[src/rtl/udma_ctrl_dp_in_rx.sv]
// uDMA data-plane RX engine: peripheral beats in, lane-aligned L2 writes out.
// Registered write buffer between the RX handshake and the L2 request port.
module udma_ctrl_dp_in_rx #(
  parameter int ADDR_W     = 19,
  parameter int SIZE_W     = 16,
  parameter int FIFO_DEPTH = 4
) (
  input  logic              clk,
  input  logic              reset_n,
  input  logic              cfg_start,
  input  logic              cfg_stop,
  input  logic              cfg_continuous,
  input  logic [ADDR_W-1:0] cfg_startaddr,
  input  logic [SIZE_W-1:0] cfg_size,
  input  logic              in_valid,
  output logic              in_ready,
  input  logic [31:0]       in_data,
  input  logic [1:0]        in_datasize,
  output logic              l2_req,
  input  logic              l2_gnt,
  output logic [ADDR_W-1:0] l2_addr,
  output logic [31:0]       l2_wdata,
  output logic [3:0]        l2_be,
  output logic              busy,
  output logic [SIZE_W-1:0] bytes_left,
  output logic              eot,
  output logic              err_misalign
);

  localparam int PW = $clog2(FIFO_DEPTH);

  typedef enum logic [1:0] {IDLE, RUN, DRAIN, STOP} state_t;

  state_t            state;
  logic [ADDR_W-1:0] addr_q;
  logic [ADDR_W-1:0] start_q;
  logic [SIZE_W-1:0] size_q;
  logic [PW:0]       wr_ptr;
  logic [PW:0]       rd_ptr;

  logic [ADDR_W-1:0] f_addr [FIFO_DEPTH];
  logic [31:0]       f_data [FIFO_DEPTH];
  logic [3:0]        f_be   [FIFO_DEPTH];

  logic        fifo_empty;
  logic        fifo_full;
  logic        push;
  logic        pop;
  logic        stop_hit;
  logic        misalign;
  logic [2:0]  nb;
  logic [2:0]  take;
  logic [1:0]  lane;
  logic [7:0]  mask;
  logic [7:0]  be_w;
  logic [31:0] wdata;
  logic [PW-1:0] rd_idx;

  assign rd_idx     = rd_ptr[PW-1:0];
  assign fifo_empty = (wr_ptr == rd_ptr);
  assign fifo_full  = (wr_ptr[PW] != rd_ptr[PW]) &&
                      (wr_ptr[PW-1:0] == rd_ptr[PW-1:0]);

  assign stop_hit = cfg_stop && (state != IDLE);
  assign in_ready = (state == RUN) && !fifo_full;
  assign push     = in_valid && in_ready && !cfg_stop;
  assign l2_req   = !fifo_empty;
  assign pop      = l2_req && l2_gnt;
  assign busy     = (state != IDLE);

  assign l2_addr  = fifo_empty ? '0 : f_addr[rd_idx];
  assign l2_wdata = fifo_empty ? '0 : f_data[rd_idx];
  assign l2_be    = fifo_empty ? '0 : f_be[rd_idx];

  always_comb begin
    nb = 3'd4;
    unique case (1'b1)
      (in_datasize == 2'd0): nb = 3'd1;
      (in_datasize == 2'd1): nb = 3'd2;
      default:               nb = 3'd4;
    endcase
    take = nb;
    if ({{(SIZE_W-3){1'b0}}, nb} > bytes_left)
      take = bytes_left[2:0];
    lane     = addr_q[1:0];
    wdata    = in_data << {lane, 3'b000};
    mask     = (8'd1 << take) - 8'd1;
    be_w     = mask << lane;
    misalign = ((in_datasize == 2'd1) && lane[0]) ||
               (in_datasize[1] && (lane != 2'd0));
  end

  // buffer storage carries no reset; outputs are masked while empty
  always_ff @(posedge clk) begin
    if (push) begin
      f_addr[wr_ptr[PW-1:0]] <= {addr_q[ADDR_W-1:2], 2'b00};
      f_data[wr_ptr[PW-1:0]] <= wdata;
      f_be[wr_ptr[PW-1:0]]   <= be_w[3:0];
    end
  end

  always_ff @(posedge clk or negedge reset_n) begin
    if (!reset_n) begin
      state        <= IDLE;
      addr_q       <= '0;
      start_q      <= '0;
      size_q       <= '0;
      wr_ptr       <= '0;
      rd_ptr       <= '0;
      bytes_left   <= '0;
      eot          <= 1'b0;
      err_misalign <= 1'b0;
    end else begin
      eot <= 1'b0;
      if (pop)
        rd_ptr <= rd_ptr + 1'b1;
      // on abort keep only the head, which is already being requested
      if (stop_hit) begin
        if (!fifo_empty)
          wr_ptr <= rd_ptr + 1'b1;
      end else if (push) begin
        wr_ptr <= wr_ptr + 1'b1;
      end
      if (stop_hit) begin
        state      <= STOP;
        bytes_left <= '0;
      end else begin
        unique case (state)
          IDLE: begin
            if (cfg_start && !cfg_stop) begin
              err_misalign <= 1'b0;
              if (cfg_size != '0) begin
                addr_q     <= cfg_startaddr;
                start_q    <= cfg_startaddr;
                size_q     <= cfg_size;
                bytes_left <= cfg_size;
                state      <= RUN;
              end else begin
                eot <= 1'b1;
              end
            end
          end
          RUN: begin
            if (push) begin
              addr_q     <= addr_q + ADDR_W'(take);
              bytes_left <= bytes_left - SIZE_W'(take);
              if (misalign)
                err_misalign <= 1'b1;
              if (bytes_left == SIZE_W'(take))
                state <= DRAIN;
            end
          end
          DRAIN: begin
            if (fifo_empty) begin
              eot <= 1'b1;
              if (cfg_continuous) begin
                addr_q     <= start_q;
                bytes_left <= size_q;
                state      <= RUN;
              end else begin
                state <= IDLE;
              end
            end
          end
          STOP: begin
            if (fifo_empty)
              state <= IDLE;
          end
          default: state <= IDLE;
        endcase
      end
    end
  end

endmodule

[config.mk]
export PLATFORM = sky130hd
export DESIGN_NAME = udma_ctrl_dp_in_rx
export DESIGN_NICKNAME = d
export VERILOG_FILES = /design/src/rtl/udma_ctrl_dp_in_rx.sv
export SDC_FILE = /design/constraint.sdc
export NUM_CORES = 1
export LEC_CHECK = 0
export BUFFER_PORTS_ARGS = -buffer_cell sky130_fd_sc_hd__buf_2
export CORE_UTILIZATION = 59
export DETAILED_ROUTE_END_ITERATION = 6
export GPL_ROUTABILITY_DRIVEN = 1
export PLACE_DENSITY = 0.8
export SYNTH_ARGS = -nofsm -noshare
export SYNTH_HDL_FRONTEND = slang
export SYNTH_SLANG_ARGS = --single-unit
[constraint.sdc]
create_clock -name clk -period 4.6 [get_ports clk]
set_input_delay 1.15 -clock clk [delete_from_list [all_inputs] [get_ports clk]]
set_output_delay 1.15 -clock clk [all_outputs]
set_load 0.02 [all_outputs]
======== Word level (Yosys, flattened, before mapping) ========
Memories as Yosys holds them, arrays and structs flattened.
Cells that the tools add are included.
storage, ports and cells
  memory bits (writable) .................. 212
  bits in read-only memories .............. 0
  flip-flop bits (word level) ............. 80
  latch bits .............................. 0
  memories kept ........................... 3
  logic and storage cells ................. 113
  output and inout port bits .............. 76
memory list
  name    words  width  read ports  clocked after memory_dff  wr ports  line  text
  f_data  4      32     1           0                         1         42    logic [31:0] f_data [FIFO_DEPTH];
  f_addr  4      17     1           0                         1         41    logic [ADDR_W-1:0] f_addr [FIFO_DEPTH];
  f_be    4      4      1           0                         1         43    logic [3:0] f_be [FIFO_DEPTH];
operators by class
  eq/ne operators ......................... 22
  shifts and indexed selects .............. 3
  magnitude comparators ................... 1
  multiply operators ...................... 0
  mux-type cells .......................... 41
  bitwise logic cells ..................... 1
  add/sub/neg operators ................... 5
  div/mod/pow operators ................... 0
  reductions and logical operators ........ 28
operators by type and width
  kind                                               number
  2-to-1 mux 19 bit                                  6
  2-to-1 mux 16 bit                                  6
  one-hot mux 19 bit (3 select lines)                1
  one-hot mux 16 bit (3 select lines)                1
  2-to-1 mux 32 bit                                  1
  << shifter 32 x 5 -> 32 bit                        1
  adder 19 x 3 -> 19 bit                             1
  != test 3 bit (second input constant)              6
  == test 16 x 3 -> 1 bit                            1
  > comparator 3 x 16 -> 1 bit                       1
  nonzero test 16 bit                                1
  subtractor 16 x 3 -> 16 bit                        1
  2-to-1 mux 2 bit                                   7
  != test 2 bit (second input constant)              7
  2-to-1 mux 3 bit                                   4
  AND reduction 6 bit                                2
  2-to-1 mux 1 bit                                   10
  logical AND 1 bit                                  9
  one-hot mux 2 bit (4 select lines)                 1
  nonzero test 2 bit                                 4
  << shifter 1 x 3 -> 8 bit (first input constant)   1
  << shifter 8 x 2 -> 4 bit                          1
  subtractor 8 x 1 -> 8 bit (second input constant)  1
  AND reduction 7 bit                                1
  19 further kinds                                   26

======== Longest topological paths before layout ========
Gate-level depths: netlist (run 1).
  depth after elaboration ................. 9
  gate-level depth with buffers ........... 17
  mapped depth without buffers ............ 16

======== Worst setup path after synthesis (run 1) ========
No wires, ideal clock.
  path type ............................... input to register
  start ................................... input in_datasize[0]
  end ..................................... register bytes_left[12]
  setup time .............................. 129 ps
  stages .................................. 16
  path buffers ............................ 1
  setup slack ............................. 182 ps
  data arrival time ....................... 4289 ps
  cells stage by stage .................... nor2b_1 ha_1 nor2b_1 o21a_1 o2111a_1 buf_2 o21ai_0 ha_1 inv_1 fa_1 a21oi_1 nor4b_2 nand2_1 xnor2_1 a221oi_1 o31ai_1
on the way
  word-level cells in the longest chain between the ends .. 8
  elaborated cells on any way between the ends .. 9
  those cells by class .................... 1 x add/sub; 1 x order compare; 1 x eq/ne; 5 x mux; 1 x reduce/logical
ends and longest elaborated chain
  item                                                       line    text
  start: declaration                                         18      input logic [1:0] in_datasize,
  == test 2 x 1 -> 1 bit or zero test 2 bit (tied branches)  79, 78
  one-hot mux 3 bit (2 select lines) *                       77      unique case (1'b1)
  > comparator 3 x 16 -> 1 bit                               83      if ({{(SIZE_W-3){1'b0}}, nb} > bytes_left)
  2-to-1 mux 3 bit *                                         83
  subtractor 16 x 3 -> 16 bit *                              146     bytes_left <= bytes_left - SIZE_W'(take);
  2-to-1 mux 16 bit *                                        144     if (push) begin
  one-hot mux 16 bit (3 select lines) *                      128     unique case (state)
  2-to-1 mux 16 bit *                                        124     if (stop_hit) begin
  end signal: assignment                                     136     bytes_left <= cfg_size;
  end signal: assignment                                     146
  end signal: assignment                                     158     bytes_left <= size_q;
  end: declaration                                           25      output logic [SIZE_W-1:0] bytes_left,
Mark *: on every way between the ends. The rest lies on a longest branch, timed or not. The select of a mux whose other input is x is not followed.
A chain may end at the register's enable or synchronous reset.

======== Worst setup path in the final report (run 1) ========
  start ................................... input in_datasize[1]
  end ..................................... register addr_q[16]
on the way
  word-level cells in the longest chain between the ends .. 7
  elaborated cells on any way between the ends .. 8
  those cells by class .................... 1 x add/sub; 1 x order compare; 1 x eq/ne; 4 x mux; 1 x reduce/logical
ends and longest elaborated chain
  item                                                       line    text
  == test 2 x 1 -> 1 bit or zero test 2 bit (tied branches)  79, 78
  one-hot mux 3 bit (2 select lines) *                       77
  > comparator 3 x 16 -> 1 bit                               83
  2-to-1 mux 3 bit *                                         83
  adder 19 x 3 -> 19 bit *                                   145     addr_q <= addr_q + ADDR_W'(take);
  2-to-1 mux 19 bit *                                        144
  one-hot mux 19 bit (3 select lines) *                      128
  end signal: assignment                                     133     addr_q <= cfg_startaddr;
  end signal: assignment                                     145
  end signal: assignment                                     157     addr_q <= start_q;
  end: declaration                                           35      logic [ADDR_W-1:0] addr_q;
Marked as above.

==> results of run 1 <==
==> path summary, 6_finish.rpt <==
kind | endpoint
worst min register to register | start_q[11]
worst max register to register | addr_q[16]
min in group asynchronous | addr_q[17]
worst min-delay path | start_q[11]
max in group asynchronous | size_q[13]
worst max-delay path | addr_q[16]
==> cells in the mapped netlist, drive strengths merged, types with 3 or more instances <==
cell type	n
nand2	64
inv	19
o21ai	47
or2	3
mux2	35
xor2	10
xnor2	15
edfxtp	212
clkbuf	42
o211ai	8
mux4	53
and3	3
nor2	47
nor4	12
a31oi	6
nand4b	3
a211o	3
o22ai	3
a21oi	39
nor2b	16
nand3	17
nor3	10
mux2i	16
a221oi	14
or3	4
buf	25
a21boi	3
a22oi	3
a21o	4
o2bb2ai	3
a211oi	14
and2	65
a31o	3
o21a	5
nand2b	3
o31ai	13
ha	19
dfrtp	80
==> kinds of logic after synthesis <==
group / share of synthesized area [%]
AOI/OAI and AO/OA: 9.31
xor gates and xnor gates: 1.61
adders and majority gates: 2.04
buffers and inverters: 2.57
DFF: 61.5
muxes: 12.8
other: 0.0276
and+or+nand+nor: 10.1
==> sequential cells by signal (all words and copies together) (netlist names) <==
signal,count
f_be,16
rd_ptr,3
err_misalign,1
addr_q,19
f_addr,68
size_q,16
bytes_left,16
eot,1
start_q,19
wr_ptr,3
state,2
f_data,128
==> report_power, final <==
part / total [mW] / switching [mW] / leakage [nW] / internal (mW)
clock network: 2.48 / 0.982 / 0.474 / 1.50
registers: 3.95 / 0.477 / 2.95 / 3.48
logic: 5.29 / 3.18 / 2.50 / 2.12
==> through the flow <==
step,setup TNS (ns),hold slack (ns)
final,0,0.505
after global placement,0,0.482
after detailed placement,-0.250,0.491
after global routing,0,0.515
after floorplan,0,0.466
after CTS,0,0.506
==> area by class of cell <==
cell class / instances / area [µm²] / share of cell area [%]
Clock buffer: 36 / 752 / 4.79
Tap cell: 285 / 357 / 2.27
Clock inverter: 17 / 246 / 1.57
Multi-Input combinational cell: 599 / 4900 / 31.2
Inverter: 19 / 71.3 / 0.455
Antenna cell: 3 / 7.51 / 0.0478
Sequential cell: 292 / 8370 / 53.4
Timing Repair Buffer: 174 / 986 / 6.28
==> placed cells by master (no fill, tap or decap), drive strengths merged, types with 4 or more instances in the layout <==
| master | n |
|---|---|
| nor4 | 12 |
| o31ai | 13 |
| mux4 | 53 |
| nor2b | 16 |
| edfxtp | 212 |
| a221oi | 14 |
| a21oi | 39 |
| xor2 | 10 |
| o21ai | 47 |
| clkbuf | 36 |
| mux2 | 35 |
| a211oi | 14 |
| a21o | 4 |
| or3 | 4 |
| o211ai | 8 |
| clkinvlp | 4 |
| and2 | 65 |
| a31oi | 6 |
| xnor2 | 15 |
| clkinv | 7 |
| nand2 | 64 |
| nor3 | 10 |
| bufinv | 6 |
| nor2 | 47 |
| nand3 | 17 |
| buf | 174 |
| o21a | 5 |
| ha | 19 |
| mux2i | 16 |
| dfrtp | 80 |
| inv | 19 |
==> metal layers <==
metal	GRT usage (%)	part of all wire, %
met1	36.0	41
met3	4.00	7.4
met5	0	0.042
met2	44.3	49
met4	8.29	2.3
==> summary.txt, run 1 <==
Status
  • Status: completed

STA
  • Maximum clock rate: about 0.24 GHz
  • Final Max Slew Viols: 0
  • Min setup slack post-route: roughly 0.4 ns
  • Slew @ Worst Pin: between 0.9 and 1 ns
  • Min cycle time layout: around 4.2 ns
  • Max-slew headroom: 33.4%
  • Clock Skews: between 0.01 and 0.015 ns
  • RSZ-0062 raised after global routing: false
  • Final Cycle Share: between 90% and 100%
  • Fin. Hold Viols: 0
  • Final setup fails: 0

CTS
  • Post-CTS sizing: 0
  • Root Buffer: clkbuf_16
  • Setup Buffers After CTS: 0
  • TritonCTS clock tree: yes
  • Max Buffers Root-to-Sink: 3
  • TritonCTS Sinks: around 290
  • Clock-pin slew on the worst setup and hold paths: ~0.06 ns
  • Hold_buf cts: 0
  • Clk Latency, worst-skew pair: 0.53 ns
  • H-Tree Depth: 1
  • CTS Buf Count: 29

Placement
  • HPWL after DPL: just under 20000 µm
  • Post-Place Worst Slack: -0.0922 ns
  • Port bufs: 149
  • DP Area: around 15000 µm²
  • Post-Place Cells: about 1400
  • Routability cong.: around 0.86

Logic synthesis
  • Cells after Synth: slightly below 1000
  • Flops & latches, synth: a little under 300
  • Post-synth EDFFs: 212
  • Synthesized area: roughly 14000 µm²
  • Async SR Flop Fraction: between 20 and 30%
  • Top cell type's share of synthesized area: roughly 47%
  • Unique masters post-synth: between 70 and 80
  • Yosys Warn Count: 0
  • Synth area leaders: edfxtp_1, dfrtp_1, mux4_2
  • Syn_area_per_cell: 13.9 µm²
  • Sequential share of the synthesized area: about three fifths
  • Post-synth top flop: edfxtp_1
  • Largest area contributor in the netlist: edfxtp_1

Setup path
  • Worst Path Arrival: 4.63 ns
  • CP Depth: 17
  • Crit path from: in_datasize[1]
  • Reg2reg start: bytes_left[8]
  • Worst EP required: about 5 ns
  • CP Capture Type: flop
  • Slowest cell delay on critical path: about 0.41 ns
  • CP max FO: 7
  • Startpoint types: input port
  • Critical path buffers and inverters: 3
  • Critical path type: in2reg
  • Worst R2R Setup Slack: between 0.4 and 0.5 ns
  • Critical Path, Cell by Cell: buf_2, nor2b_1, ha_1, nor2b_1, o21a_1, o2111a_1, o21ai_0, buf_4, ha_1, inv_1, fa_1, nand2b_1, a21oi_1, nand2_1, nor4_1, a211oi_1, o2bb2ai_1
  • R2R depth: 15
  • Cell family with most CP delay: compound AO/OA/AOI/OAI gates
  • Worst path slowest cell: fa_1

Finish
  • Final core occ: 69.3%
  • Final Instance Count excl. Fillers: 1425
  • Layout Nets: 1212
  • Post-route cell area: between 15000 and 20000 µm²
  • Area growth syn-to-layout: 15.4%
  • Fillers: ~1500
  • Layout cells sized above 1: just under 30%

Power
  • Power, Total: between 10 and 15 mW
  • Pwr Density: 747 nW/µm²
  • Max IR drop VDD: ~0.44 mV
  • LEAKAGE: a little under 6 nW

Floorplanning
  • Die area: 23700 µm²
  • Chip Height: ~150 µm
  • Initial Util: 60.1%
  • # IOs: ~150
  • Core area: ~23000 µm²
  • FP Rows: between 50 and 60
  • Chip width: 154 µm

Min path
  • HP Start: start_q[11]
  • Hold Path Depth: 1
  • Hold Path Class: reg2reg

Route
  • Initial DRC count: 748
  • Via count: 8943
  • Total Wirelength: roughly 31000 µm
  • # DRC: 0
  • Antenna-violating nets left: 0
  • Post-DR wirelength/cell: ~22 µm
  • DRT Pass-1 Iters: 5
  • Drt via density: about 6.3

Global routing
  • First-pass GRT wire length: between 40000 and 50000 µm
  • Largest net degree at the start of global routing: 56
  • Gr ovfl total: 0
  • Vias in the first global route: around 8900
  • Total Routing Usage GR: between 20% and 30%
  • Initial antenna violation count: 2

Run
  • Max-cap viol count: 0
Note: power is estimated with default switching activity, not from simulation.
==> inputs of run 2 (changes only) <==
--- a/config.mk
+++ b/config.mk
@@ -5,11 +5,12 @@
 export SDC_FILE = /design/constraint.sdc
 export NUM_CORES = 1
 export LEC_CHECK = 0
+export ABC_AREA = 1
 export BUFFER_PORTS_ARGS = -buffer_cell sky130_fd_sc_hd__buf_2
-export CORE_UTILIZATION = 59
+export CORE_UTILIZATION = 45
 export DETAILED_ROUTE_END_ITERATION = 6
 export GPL_ROUTABILITY_DRIVEN = 1
-export PLACE_DENSITY = 0.8
+export PLACE_DENSITY = 0.64
 export SYNTH_ARGS = -nofsm -noshare
 export SYNTH_HDL_FRONTEND = slang
 export SYNTH_SLANG_ARGS = --single-unit
==> run 2 against run 1 <==
Compared with the run above:
- the flow now finishes with violations (DRC)
- total power grew 2.1%
- global-route usage fell by 4.0 points
- cell count is 45% higher
- count of clock-buffer cells in the layout rose by 6
- sequential power about the same
- non-clock buffer count shrank 5
- register-to-register slack better by 0.72 ns
- clock skew increased by 0.00086 ns
- sequential cell count is the same
- die area increased by 37%
- clock power shrank 8%
- via count up 26%
- critical path type is now reg2out
- largest power group unchanged
- highest routed layer is now met4
==> summary.txt, run 2 <==
STA
  • Maximum clock rate: between 0.2 and 0.3 GHz
  • Final Cycle Share: 84.1%
  • Slew @ Worst Pin: ~1.1 ns
  • Clock Skews: between 0.01 and 0.015 ns
  • Hold_ws: 0.489 ns
  • Final Max Slew Viols: 0
  • Fin. Hold Viols: 0
  • Min cycle time layout: just under 4 ns
  • Final TNS setup: 0 ns
  • Final setup fails: 0
  • RSZ-0062 raised after global routing: false
  • Max-slew headroom: 26.1%

Route
  • DRT Pass-1 Iters: 7
  • # DRC: 13
  • Via count: approximately 11000
  • Post-DR wirelength/cell: roughly 18 µm
  • Initial DRC count: between 900 and 1000
  • Drt via density: approximately 5.4
  • Antenna-violating nets left: 0
  • Total Wirelength: around 36000 µm

Placement
  • Port bufs: around 150
  • HPWL after DPL: about 23000 µm
  • Routability cong.: 0.893

Finish
  • Largest register FFs: between 100 and 150
  • Layout cells sized above 1: 15.6%
  • Number of diodes: 0
  • Layout Nets: 1749
  • Most frequent cells in the layout: nand2_1, edfxtp_1, nor2_1
  • Area growth syn-to-layout: 14.0%
  • Most common cell after layout, fill and taps aside: nand2_1

Setup path
  • Cell family with most CP delay: buffers and inverters
  • Critical path type: reg2out
  • Worst Path Arrival: about 2.7 ns
  • Startpoint types: flop
  • Worst path slowest cell: buf_4
  • Worst EP required: 3.45 ns
  • Slowest cell delay on critical path: approximately 0.66 ns
  • Critical Path, Cell by Cell: inv_4, buf_4, o21ai_0, o22ai_1, nand2_1, inv_1, buf_2
  • Critical path buffers and inverters: 4
  • CP Capture Type: output port
  • CP max FO: just over 70

Global routing
  • Initial antenna violation count: 0
  • Met3 Usage GRT: approximately 3.5%
  • Met1 track demand over resource: 29.9%
  • First-pass GRT wire length: roughly 58000 µm
  • Largest net degree at the start of global routing: 108
  • Gr ovfl total: 0
  • Total Routing Usage GR: 22.5%
  • Grt peak-use layer: met2
  • Met2 Use GR: a little under two fifths
  • Vias in the first global route: around 11000

CTS
  • Clk Latency, worst-skew pair: between 0.5 and 0.6 ns
  • Hold_buf cts: 0
  • Setup Buffers After CTS: 0
  • Clock-pin slew on the worst setup and hold paths: about 0.060 ns
  • H-Tree Depth: 1
  • CTS Buf Count: 31
  • Post-CTS sizing: 0
  • TritonCTS Sinks: just under 300
  • TritonCTS clock tree: yes
  • Root Buffer: clkbuf_16
  • Max Buffers Root-to-Sink: 3

Logic synthesis
  • Post-synth EDFFs: about 210
  • Syn_area_per_cell: between 9 and 10 µm²
  • Async SR Flop Fraction: 27.4%
  • Most common cell in the netlist: nand2_1
  • Flops & latches, synth: between 200 and 300
  • Commonest cells post-synth: nand2_1, edfxtp_1, nor2_1
  • Post-synth top flop: edfxtp_1
  • Yosys Warn Count: 0
  • Synthesized area: roughly 14000 µm²
  • Synth area leaders: edfxtp_1, dfrtp_1, nand2_1
  • Sequential share of the synthesized area: approximately three fifths
  • Unique masters post-synth: 42
  • Cells after Synth: ~1500
  • Largest area contributor in the netlist: edfxtp_1
  • Top cell type's share of synthesized area: 44.7%

Floorplanning
  • # IOs: approximately 150
  • Core area: roughly 30000 µm²
  • Chip Height: between 150 and 200 µm
  • Initial Util: 46.2%
  • Chip width: 180 µm
  • FP Rows: 64
  • Die area: 32400 µm²

Status
  • Status: finished, violations left
  • Failing checks: DRC

Power
  • LEAKAGE: around 7.0 nW
  • Pwr Density: between 700 and 800 nW/µm²
  • Max IR drop VDD: 0.363 mV

Run
  • Max-cap viol count: 0

Min path
  • Hold Path Class: reg2reg
[run 2: cell types whose count changed after synthesis, moves of 52 or more]
cell	previous run	this run
o21ai_0	45	189
nand2_1	64	318
nor2_1	47	198
and2_1	65	3
mux4_2	53	0
inv_1	19	148
o22ai_1	3	55
[run 2: cells by family (layout without fill, tap and decap cells)]
logic type	count (synthesis)	in the layout	share of synthesized area, %
AND/OR/NAND/NOR	617	617	17.9
adder cells (fa/ha/maj)	21	21	1.95
flip-flops	292	292	58.7
buffers and inverters	231	376	6.56
multiplexers	23	23	1.77
AO/OA/AOI/OAI	341	341	13.0
XOR/XNOR	2	2	0.123
other	1	2	0.0263
[run 2: where the power goes]
group          switching (mW)  leakage, nW  internal (mW)  total [mW]
Combinational            4.00         3.62           1.71        5.71
Sequential              0.416         2.92           3.56        3.98
Clock                   0.983        0.447           1.30        2.29
[run 2: final timing paths]
check	depth (start not counted)	endpoint	slack, ns	from
setup / recovery	7	l2_wdata[11]	0.73	rd_ptr[0]
hold / removal	2	size_q[12]	0.49	size_q[12]
setup reg to reg	22	addr_q[8]	1.15	bytes_left[1]
hold reg to reg	2	size_q[12]	0.49	size_q[12]
max in group asynchronous	2	size_q[5]	3.09	reset_n
min in group asynchronous	1	start_q[7]	0.68	reset_n
[run 2: metal layers]
metal | vias up | routed length, µm
li1 | 5410 | -
met2 | 365 | 17300
met5 | - | 0
met3 | 55 | 2310
met4 | 0 | 759
met1 | 5423 | 16000
[run 2: per-stage QoR]
step | setup slack, ns | cells | power [mW] | utilization [%] | instance area (µm²)
6_report | 0.733 | 2070 | 12.0 | 52.7 | 16200
5_1_grt | 0.515 | 2070 | 12.9 | 52.7 | 16200
4_1_cts | 0.698 | 2070 | 12.0 | 52.7 | 16200
3_5_place_dp | 0.366 | 2015 | 9.75 | 49.7 | 15300
3_3_place_gp | 0.490 | 2015 | 9.66 | 49.7 | 15300
2_1_floorplan | 0.423 | 1529 | 7.99 | - | 14200
[run 2: cell type report]
class                           instances  area [µm²]
Clock buffer                           42         827
Clock inverter                         13        88.8
Fill cell                            2848       14600
Inverter                              152         573
Sequential cell                       292        8370
Timing Repair Buffer                  169         911
Multi-Input combinational cell       1006        4980
Tap cell                              396         495
[run 2: tightest hold or removal path: cells and delay by family, from the launching register on]
kind               cells  cell delay [ns]
DFF                    1             0.35
AOI/OAI and AO/OA      1             0.05
and+or+nand+nor        1             0.05
==> inputs of run 3 (changes only) <==
==> constraint.sdc (replaced) <==
create_clock -name clk -period 4 [get_ports clk]
set_input_delay 1 -clock clk [delete_from_list [all_inputs] [get_ports clk]]
set_output_delay 1 -clock clk [all_outputs]
set_load 0.02 [all_outputs]
==> run 3 against run 2 <==
Compared with the run above:
- the flow still finishes with violations (DRC)
- core utilization is 0.53 points higher
- first-iteration DRC count shrank 7.8%
- die area did not move
- worst hold slack lost 0.00071 ns
- global-route usage is 0.21 points lower
- combinational power increased by 15%
- critical path type unchanged
==> summary.txt, run 3 (synthesis gave the netlist of run 2 again) <==
Status
  • Status: finished, violations left
  • Failing checks: DRC

Route
  • Post-DR wirelength/cell: around 17 µm
  • Total Wirelength: ~36000 µm
  • Via count: roughly 11000
  • Drt via density: 5.42
  • # DRC: 15
  • Antenna-violating nets left: 0
  • DRT Pass-1 Iters: 7
  • Initial DRC count: approximately 870

CTS
  • H-Tree Depth: 1
  • Setup Buffers After CTS: 0
  • Hold_buf cts: 0
  • Root Buffer: clkbuf_16
  • TritonCTS clock tree: yes
  • CTS Buf Count: 31
  • TritonCTS Sinks: 292
  • Clock-pin slew on the worst setup and hold paths: 0.06 ns
  • Post-CTS sizing: 0
  • Clk Latency, worst-skew pair: 0.56 ns
  • Max Buffers Root-to-Sink: 3

Floorplanning
  • Initial Util: 46.2%
  • FP Rows: between 60 and 70
  • Chip width: 180 µm
  • Core area: 30800 µm²
  • # IOs: 152
  • Chip Height: approximately 180 µm
  • Die area: about 32000 µm²

Finish
  • Final Instance Count excl. Fillers: 2079
  • Post-route cell area: approximately 16000 µm²
  • Fillers: about 2800
  • Number of diodes: 0
  • Area growth syn-to-layout: 15.2%
  • Layout Nets: roughly 1800
  • Most frequent cells in the layout: nand2_1, edfxtp_1, nor2_1
  • Layout cells sized above 1: approximately 16%
  • Largest register FFs: 128
  • Most common cell after layout, fill and taps aside: nand2_1

Setup path
  • Reg2reg end: bytes_left[8]
  • CP max FO: ~60
  • Startpoint types: flop
  • Reg2reg start: bytes_left[1]
  • Worst R2R Setup Slack: 0.71 ns
  • Critical Path, Cell by Cell: inv_4, nand2_4, nand2_4, nand3_4, nand2_1, inv_1, buf_2
  • Cell mode on critical path: nand2_4
  • Worst EP required: approximately 3.0 ns
  • Crit path from: rd_ptr[0]
  • Worst path slowest cell: nand3_4
  • Critical path type: reg2out
  • Worst Path Arrival: about 2.7 ns
  • Slowest cell delay on critical path: 0.62 ns
  • R2R depth: 20
  • End point of the critical path: l2_addr[2]
  • CP Capture Type: output port

STA
  • Slew @ Worst Pin: 1.07 ns
  • Min cycle time layout: between 3 and 4 ns
  • Final TNS setup: 0 ns
  • Final Cycle Share: about nine tenths
  • Clock Skews: roughly 0.013 ns
  • Final setup fails: 0
  • Maximum clock rate: 0.273 GHz
  • Fin. Hold Viols: 0
  • RSZ-0062 raised after global routing: false
  • Max-slew headroom: ~28%
  • Final Max Slew Viols: 0

Min path
  • Hold Path Class: reg2reg

Global routing
  • Grt peak-use layer: met2
  • Total Routing Usage GR: 22.3%
  • Initial antenna violation count: 0
  • First-pass GRT wire length: 57600 µm
  • Met3 Usage GRT: approximately 3.0%
  • Met2 Use GR: a little under two fifths
  • Vias in the first global route: between 10000 and 15000
  • Gr ovfl total: 0
  • Met1 track demand over resource: slightly above 30%
  • Largest net degree at the start of global routing: between 100 and 150

Placement
  • Port bufs: around 150
  • Routability cong.: about 0.9
  • DP Area: between 15000 and 20000 µm²
  • Post-Place Cells: 2021
  • HPWL after DPL: about 23000 µm

Power
  • LEAKAGE: 7.06 nW
  • Pwr Density: approximately 850 nW/µm²
  • Max IR drop VDD: around 0.44 mV

Run
  • Max-cap viol count: 0
==> run 3: cell count changes in the layout (fill, tap and decap cells not counted), sizes merged <==
cell	delta
buf	+6
bufinv	+3
clkbuf	-3
clkinv	+2
clkinvlp	+1
==> run 3: worst min path at each step <==
stage                        to  slack [ns]        start  cells after the start
floorplan            size_q[11]        0.45   size_q[11]                      2
global placement     start_q[3]        0.47   start_q[3]                      2
detailed placement  start_q[10]        0.47  start_q[10]                      2
CTS                 start_q[10]        0.49  start_q[10]                      2
global route         start_q[3]        0.51   start_q[3]                      2
finish               start_q[3]        0.49   start_q[3]                      2
==> run 3: stage by stage <==
stage | util [%] | setup slack (ns) | hold slack (ns) | total power [mW]
floorplan | - | -0.0272 | 0.453 | 9.19
global placement | 50.0 | 0.219 | 0.466 | 11.1
detailed placement | 50.0 | 0.0879 | 0.474 | 11.2
CTS | 53.2 | 0.246 | 0.489 | 14.1
global route | 53.2 | 0.0758 | 0.512 | 15.0
finish | 53.2 | 0.334 | 0.488 | 14.0
==> run 3: layout make-up <==
type / count / area, µm² / share of cell area (%)
sequential: 292 / 8370 / 51.0
multi-input combinational: 1006 / 4980 / 30.3
timing repair buffer: 175 / 993 / 6.06
clock buffer: 39 / 806 / 4.91
inverter: 152 / 573 / 3.49
tap: 396 / 495 / 3.02
clock inverter: 19 / 191 / 1.17
==> run 3: power breakdown <==
part | internal [mW] | leakage [nW] | switching [mW] | total, mW
clock | 1.67 | 0.485 | 1.16 | 2.83
sequential | 4.09 | 2.92 | 0.475 | 4.57
combinational | 2.00 | 3.66 | 4.59 | 6.59
==> run 3: metal layers <==
| metal | routed length (µm) | vias to the layer above |
|---|---|---|
| met3 | 2090 | 70 |
| met1 | 15900 | 5404 |
| met4 | 932 | 0 |
| met2 | 16900 | 372 |
| met5 | 0 | - |
| li1 | - | 5416 |
==> run 3: critical path: cells and delay by family, from the launching register on <==
family / cells / cell delay, ns
buf+inv: 3 / 0.48
flops: 1 / 0.43
simple gates: 4 / 1.19
